$ cat src/rtl/uart_tx_fifo.sv
// Buffered 8N1 UART transmitter; a push into an idle line starts the start bit one cycle later.
// Frames run back-to-back while bytes are queued; pushes into a full FIFO are dropped and flagged on overflow.
module uart_tx_fifo #(
    parameter int baud_rate    = 9600,
    parameter int sys_clk_freq = 12000000,
    parameter int fifo_depth   = 8
) (
    input  logic                        clk,
    input  logic                        rst,
    input  logic                        transmit,
    input  logic [7:0]                  tx_byte,
    output logic                        tx,
    output logic                        is_transmitting,
    output logic                        fifo_full,
    output logic                        fifo_empty,
    output logic [$clog2(fifo_depth):0] fifo_count,
    output logic                        overflow
);

    localparam int CLKS_PER_BIT = sys_clk_freq / baud_rate;
    localparam int PTR_W        = $clog2(fifo_depth);
    localparam int CNT_W        = $clog2(fifo_depth) + 1;
    localparam int BIT_W        = (CLKS_PER_BIT > 1) ? $clog2(CLKS_PER_BIT) : 1;

    localparam logic [BIT_W-1:0] BIT_LAST = BIT_W'(CLKS_PER_BIT - 1);
    localparam logic [CNT_W-1:0] DEPTH_C  = CNT_W'(fifo_depth);

    typedef enum logic [1:0] {
        IDLE  = 2'd0,
        START = 2'd1,
        DATA  = 2'd2,
        STOP  = 2'd3
    } state_t;

    state_t             state_q, state_d;
    logic [BIT_W-1:0]   bit_cnt_q, bit_cnt_d;
    logic [2:0]         idx_q, idx_d;
    logic [7:0]         shift_q, shift_d;
    logic               tx_q, tx_d;
    logic               busy_q, busy_d;

    logic [7:0]         mem_q [fifo_depth];
    logic [PTR_W-1:0]   wr_ptr_q, wr_ptr_d;
    logic [PTR_W-1:0]   rd_ptr_q, rd_ptr_d;
    logic [CNT_W-1:0]   count_q, count_d;
    logic               overflow_q, overflow_d;

    logic               push_ok;
    logic               pop;
    logic               bit_end;

    assign fifo_full       = (count_q == DEPTH_C);
    assign fifo_empty      = (count_q == '0);
    assign fifo_count      = count_q;
    assign overflow        = overflow_q;
    assign tx              = tx_q;
    assign is_transmitting = busy_q;

    // Fullness is judged on the registered count, so a pop never frees a slot for a same-cycle push.
    always_comb begin
        push_ok    = transmit && !fifo_full;
        overflow_d = transmit && fifo_full;
        wr_ptr_d   = push_ok ? wr_ptr_q + PTR_W'(1) : wr_ptr_q;
        rd_ptr_d   = pop ? rd_ptr_q + PTR_W'(1) : rd_ptr_q;
        case ({push_ok, pop})
            2'b10:   count_d = count_q + CNT_W'(1);
            2'b01:   count_d = count_q - CNT_W'(1);
            default: count_d = count_q;
        endcase
    end

    always_comb begin
        state_d   = state_q;
        bit_cnt_d = bit_cnt_q;
        idx_d     = idx_q;
        shift_d   = shift_q;
        pop       = 1'b0;
        bit_end   = (bit_cnt_q == BIT_LAST);
        case (state_q)
            IDLE: begin
                if (!fifo_empty) begin
                    pop       = 1'b1;
                    shift_d   = mem_q[rd_ptr_q];
                    bit_cnt_d = '0;
                    state_d   = START;
                end
            end
            START: begin
                if (bit_end) begin
                    bit_cnt_d = '0;
                    idx_d     = 3'd0;
                    state_d   = DATA;
                end else begin
                    bit_cnt_d = bit_cnt_q + BIT_W'(1);
                end
            end
            DATA: begin
                if (bit_end) begin
                    bit_cnt_d = '0;
                    shift_d   = shift_q >> 1;
                    if (idx_q == 3'd7) begin
                        state_d = STOP;
                    end else begin
                        idx_d = idx_q + 3'd1;
                    end
                end else begin
                    bit_cnt_d = bit_cnt_q + BIT_W'(1);
                end
            end
            STOP: begin
                if (bit_end) begin
                    bit_cnt_d = '0;
                    if (!fifo_empty) begin
                        pop     = 1'b1;
                        shift_d = mem_q[rd_ptr_q];
                        state_d = START;
                    end else begin
                        state_d = IDLE;
                    end
                end else begin
                    bit_cnt_d = bit_cnt_q + BIT_W'(1);
                end
            end
            default: state_d = IDLE;
        endcase
    end

    // Line outputs are derived from the next state so they change on the same edge as the state.
    always_comb begin
        tx_d = 1'b1;
        case (state_d)
            START:   tx_d = 1'b0;
            DATA:    tx_d = shift_d[0];
            default: tx_d = 1'b1;
        endcase
        busy_d = (state_d != IDLE);
    end

    always_ff @(posedge clk or posedge rst) begin
        if (rst) begin
            state_q    <= IDLE;
            bit_cnt_q  <= '0;
            idx_q      <= 3'd0;
            shift_q    <= 8'd0;
            tx_q       <= 1'b1;
            busy_q     <= 1'b0;
            wr_ptr_q   <= '0;
            rd_ptr_q   <= '0;
            count_q    <= '0;
            overflow_q <= 1'b0;
        end else begin
            state_q    <= state_d;
            bit_cnt_q  <= bit_cnt_d;
            idx_q      <= idx_d;
            shift_q    <= shift_d;
            tx_q       <= tx_d;
            busy_q     <= busy_d;
            wr_ptr_q   <= wr_ptr_d;
            rd_ptr_q   <= rd_ptr_d;
            count_q    <= count_d;
            overflow_q <= overflow_d;
        end
    end

    always_ff @(posedge clk) begin
        if (push_ok) begin
            mem_q[wr_ptr_q] <= tx_byte;
        end
    end

endmodule

$ cat config.mk
export PLATFORM = sky130hd
export DESIGN_NAME = uart_tx_fifo
export DESIGN_NICKNAME = d
export VERILOG_FILES = /design/src/rtl/uart_tx_fifo.sv
export SDC_FILE = /design/constraint.sdc
export NUM_CORES = 1
export LEC_CHECK = 0
export BUFFER_PORTS_ARGS = -buffer_cell sky130_fd_sc_hd__buf_2
export CAP_MARGIN = 20
export CORE_MARGIN = 2
export CORE_UTILIZATION = 30
export DETAILED_ROUTE_END_ITERATION = 12
export PLACE_DENSITY_LB_ADDON = 0.05
export RECOVER_POWER = 100
export SKIP_CTS_REPAIR_TIMING = 1
export SLEW_MARGIN = 10
export SYNTH_ARGS = -nofsm -noshare
export SYNTH_HDL_FRONTEND = slang
export SYNTH_SLANG_ARGS = --single-unit
$ cat constraint.sdc
create_clock -name clk -period 2.77 [get_ports clk]
set_clock_uncertainty 0.15 [all_clocks]
set_input_delay 0.831 -clock clk [delete_from_list [all_inputs] [get_ports clk]]
set_output_delay 0.831 -clock clk [all_outputs]
set_load 0.02 [all_outputs]
==> results.yml <==
outcome:
  status: "finished, final reports clean"
setup_path:
  crit_top_cell: "ha_2"
  criticalPathCategory: "reg -> reg"
  end_kind: "flip-flop"
  crit_chain: "inv_2 -> ha_2 -> and4bb_2 -> a41oi_4 -> nor3_4 -> ha_2 -> ha_1 -> a21o_1 -> a21oi_2 -> xnor2_1 -> nor2_1 -> xor2_1"
  crit_end: "fifo_count[3]"
  r2r_end: "fifo_count[3]"
  r2r_setup_slack_ns: 0.13
  required_ns: 2.85
  critical_path.max_fanout: 3
  rr_startpoint: "bit_cnt_q[1]"
  start_kind: "flip-flop"
  crit_slowest_cell: "dfrtp_1"
  crit_start: "bit_cnt_q[1]"
  critPathMaxStageDelay_ns: 0.41
  worstPathArrival_ns: 2.72
  ff2ff_path_depth: 12
routing:
  antenna_left: 0
  drt_wl_total_um: 9950
  drt-initial-drc-count: 130
  drc_errors: 0
  wire_per_inst_um: 17.6
  vias_per_cell: 4.98
  num_vias: 2810
  first_pass_iters: 4
cells_and_area:
  final_cells: 564
  final_layout_size_suffix_gt1_share_pct: 21.0
  final_cell_mix: "edfxtp_1 (64), dfrtp_1 (36), nand2_1 (24), clkbuf_1 (19)"
  nNetsFinal: 396
  n_fill_cell: 1477
  syn_to_final_growth_pct: 17.1
  num_antenna_cells: 0
  final_cell_area_mm2: 0.00541
  mostFrequentLayoutCell: "edfxtp_1"
synth:
  netlist_instances: 325
  synth_xor_area_share_pct: 1.52
  synth-compound-area-share_pct: 10.4
  synth-seq-area-share_pct: 61.7
  synth_fa_ha_area_share_pct: 3.95
  postSynthAreaPerCell_um2: 14.2
  synth.distinct_cells: 56
  synthesis.area_mm2: 0.00462
  ys_ff_latch: 101
  synthesis.nets: 350
  async_flop_share_pct: 36.6
  synth_top_family_by_area: "compound AO/OA/AOI/OAI gates"
  synthSimpleGateAreaFrac_pct: 9.45
  synth_enable_flop_cells: 64
  muxShareOfSynthArea_pct: 10.2
  yosysWarnings: 0
  synth_top_flop_cell: "edfxtp_1"
placed_design:
  place_hpwl_um: 6490
  place_area_mm2: 0.00510
  routabilityCongestion: 0.687
  port_buffers: 19
  dp.cells: 547
timing:
  rsz0062_at_grt: "no"
  maxSlewHeadroom_pct: 32.6
  finalCritPeriodShare_pct: 95.4
  finalMaxSlewViolations: 0
  fmax_mhz: 379
  finalSetupTns_ns: 0
  setup_viol: 0
  hold_viol_final: 0
  worst_pin_slew_ns: 1.01
  period_needed_ns: 2.64
clock_network:
  cts_sinks: 101
  insertion_delay_ns: 0.34
  htree_num_levels: 3
  cts_root_buffer: "clkbuf_16"
  cts_tree: "done"
  clkTransAtPathRegs_ns: 0.07
  cts_buffer_depth: 2
  cts_buffers: 9
power_and_ir_drop:
  p_per_area_mw_per_mm2: 706
  finalPower_mw: 3.82
  leakage_nw: 2.00
  ir_drop_mv: 0.313
floorplan:
  die_h_um: 128
  ios: 20
  core_mm2: 0.0151
  start_util_pct: 30.5
  die_area_mm2: 0.0164
  rows: 45
  chipWidth_um: 128
global_routing:
  grt_pass1_vias: 2823
  grt_max_degree: 38
  grt-ovfl-total: 0
  grt_pass1_wl_um: 16100
  antenna_found_initial: 0
  track_usage_pct: 13.1
job:
  max_cap_violations: 0
hold_path:
  min_path_type: "reg -> reg"
## state kept, by name, indices dropped and copies added (netlist names)
| signal | flops |
|---|---|
| wr_ptr_q | 3 |
| bit_cnt_q | 11 |
| state_q | 2 |
| shift_q | 8 |
| idx_q | 3 |
| fifo_count | 4 |
| rd_ptr_q | 3 |
| is_transmitting | 1 |
| mem_q | 64 |
| tx | 1 |
| overflow | 1 |
## report_power, final
part	switching, mW	total, mW	internal, mW
logic	0.389	0.619	0.230
clock network	0.600	1.32	0.722
registers	0.0736	1.88	1.81
total	1.06	3.82	2.76
## metal layers
layer  global-route usage (%)  vias up  share of wire [%]
met5                        0        -                  0
met4                     3.88        0                1.3
met3                     3.13        9                3.1
met2                     21.6       33                 48
met1                     17.3     1417                 48
li1                         -     1351                  -
## cell usage after synthesis (all sizes together) (9+ instances only)
cell | instances | share of area [%]
edfxtp | 64 | 42
dfrtp | 36 | 20
nor3 | 9 | 1.3
inv | 11 | 0.89
buf | 9 | 1.5
mux4 | 15 | 7.3
a22o | 10 | 1.9
nor2 | 19 | 1.6
ha | 13 | 3.5
o21ai | 24 | 2.7
nand2 | 25 | 2.1
mux2i | 10 | 2.2
## stage by stage
step	utilization, %	hold slack (ns)	setup slack [ns]
CTS	35.7	0.346	0.0281
global route	35.7	0.363	0.00154
detailed placement	33.7	0.332	0.0308
finish	35.7	0.342	0.128
global placement	33.7	0.327	0.0686
floorplan	-	0.304	0.0281
## cell type report
type,count,area [um^2],area share [%]
Multi-Input combinational cell,200,1680,31.0
Timing Repair Buffer,47,287,5.30
Tap cell,188,235,4.35
Inverter,12,50.0,0.925
Clock inverter,7,88.8,1.64
Sequential cell,101,2850,52.7
Clock buffer,9,225,4.16
## worst min-delay path by stage
stage,cells after the start,from,to
floorplan,1,bit_cnt_q[7],bit_cnt_q[7]
global placement,1,bit_cnt_q[7],bit_cnt_q[7]
detailed placement,1,bit_cnt_q[10],bit_cnt_q[10]
CTS,1,bit_cnt_q[7],bit_cnt_q[7]
global route,1,bit_cnt_q[7],bit_cnt_q[7]
finish,1,bit_cnt_q[7],bit_cnt_q[7]
## worst max-delay path: cells and delay by family (launching register included)
family          cells  cell delay, ns
flops               1            0.41
simple gates        3            0.59
buf+inv             1            0.07
compound gates      3            0.45
xor+xnor            2            0.25
fa+ha+maj           3            0.62
## cell families (layout without fill, tap and decap cells)
group / count (synthesis) / in the layout
multiplexers: 28 / 28
buffers and inverters: 24 / 75
XOR/XNOR: 8 / 8
AO/OA/AOI/OAI: 68 / 68
AND/OR/NAND/NOR: 82 / 82
adder cells (fa/ha/maj): 14 / 14
flip-flops: 101 / 101
Power figures use the tool's default switching activity.
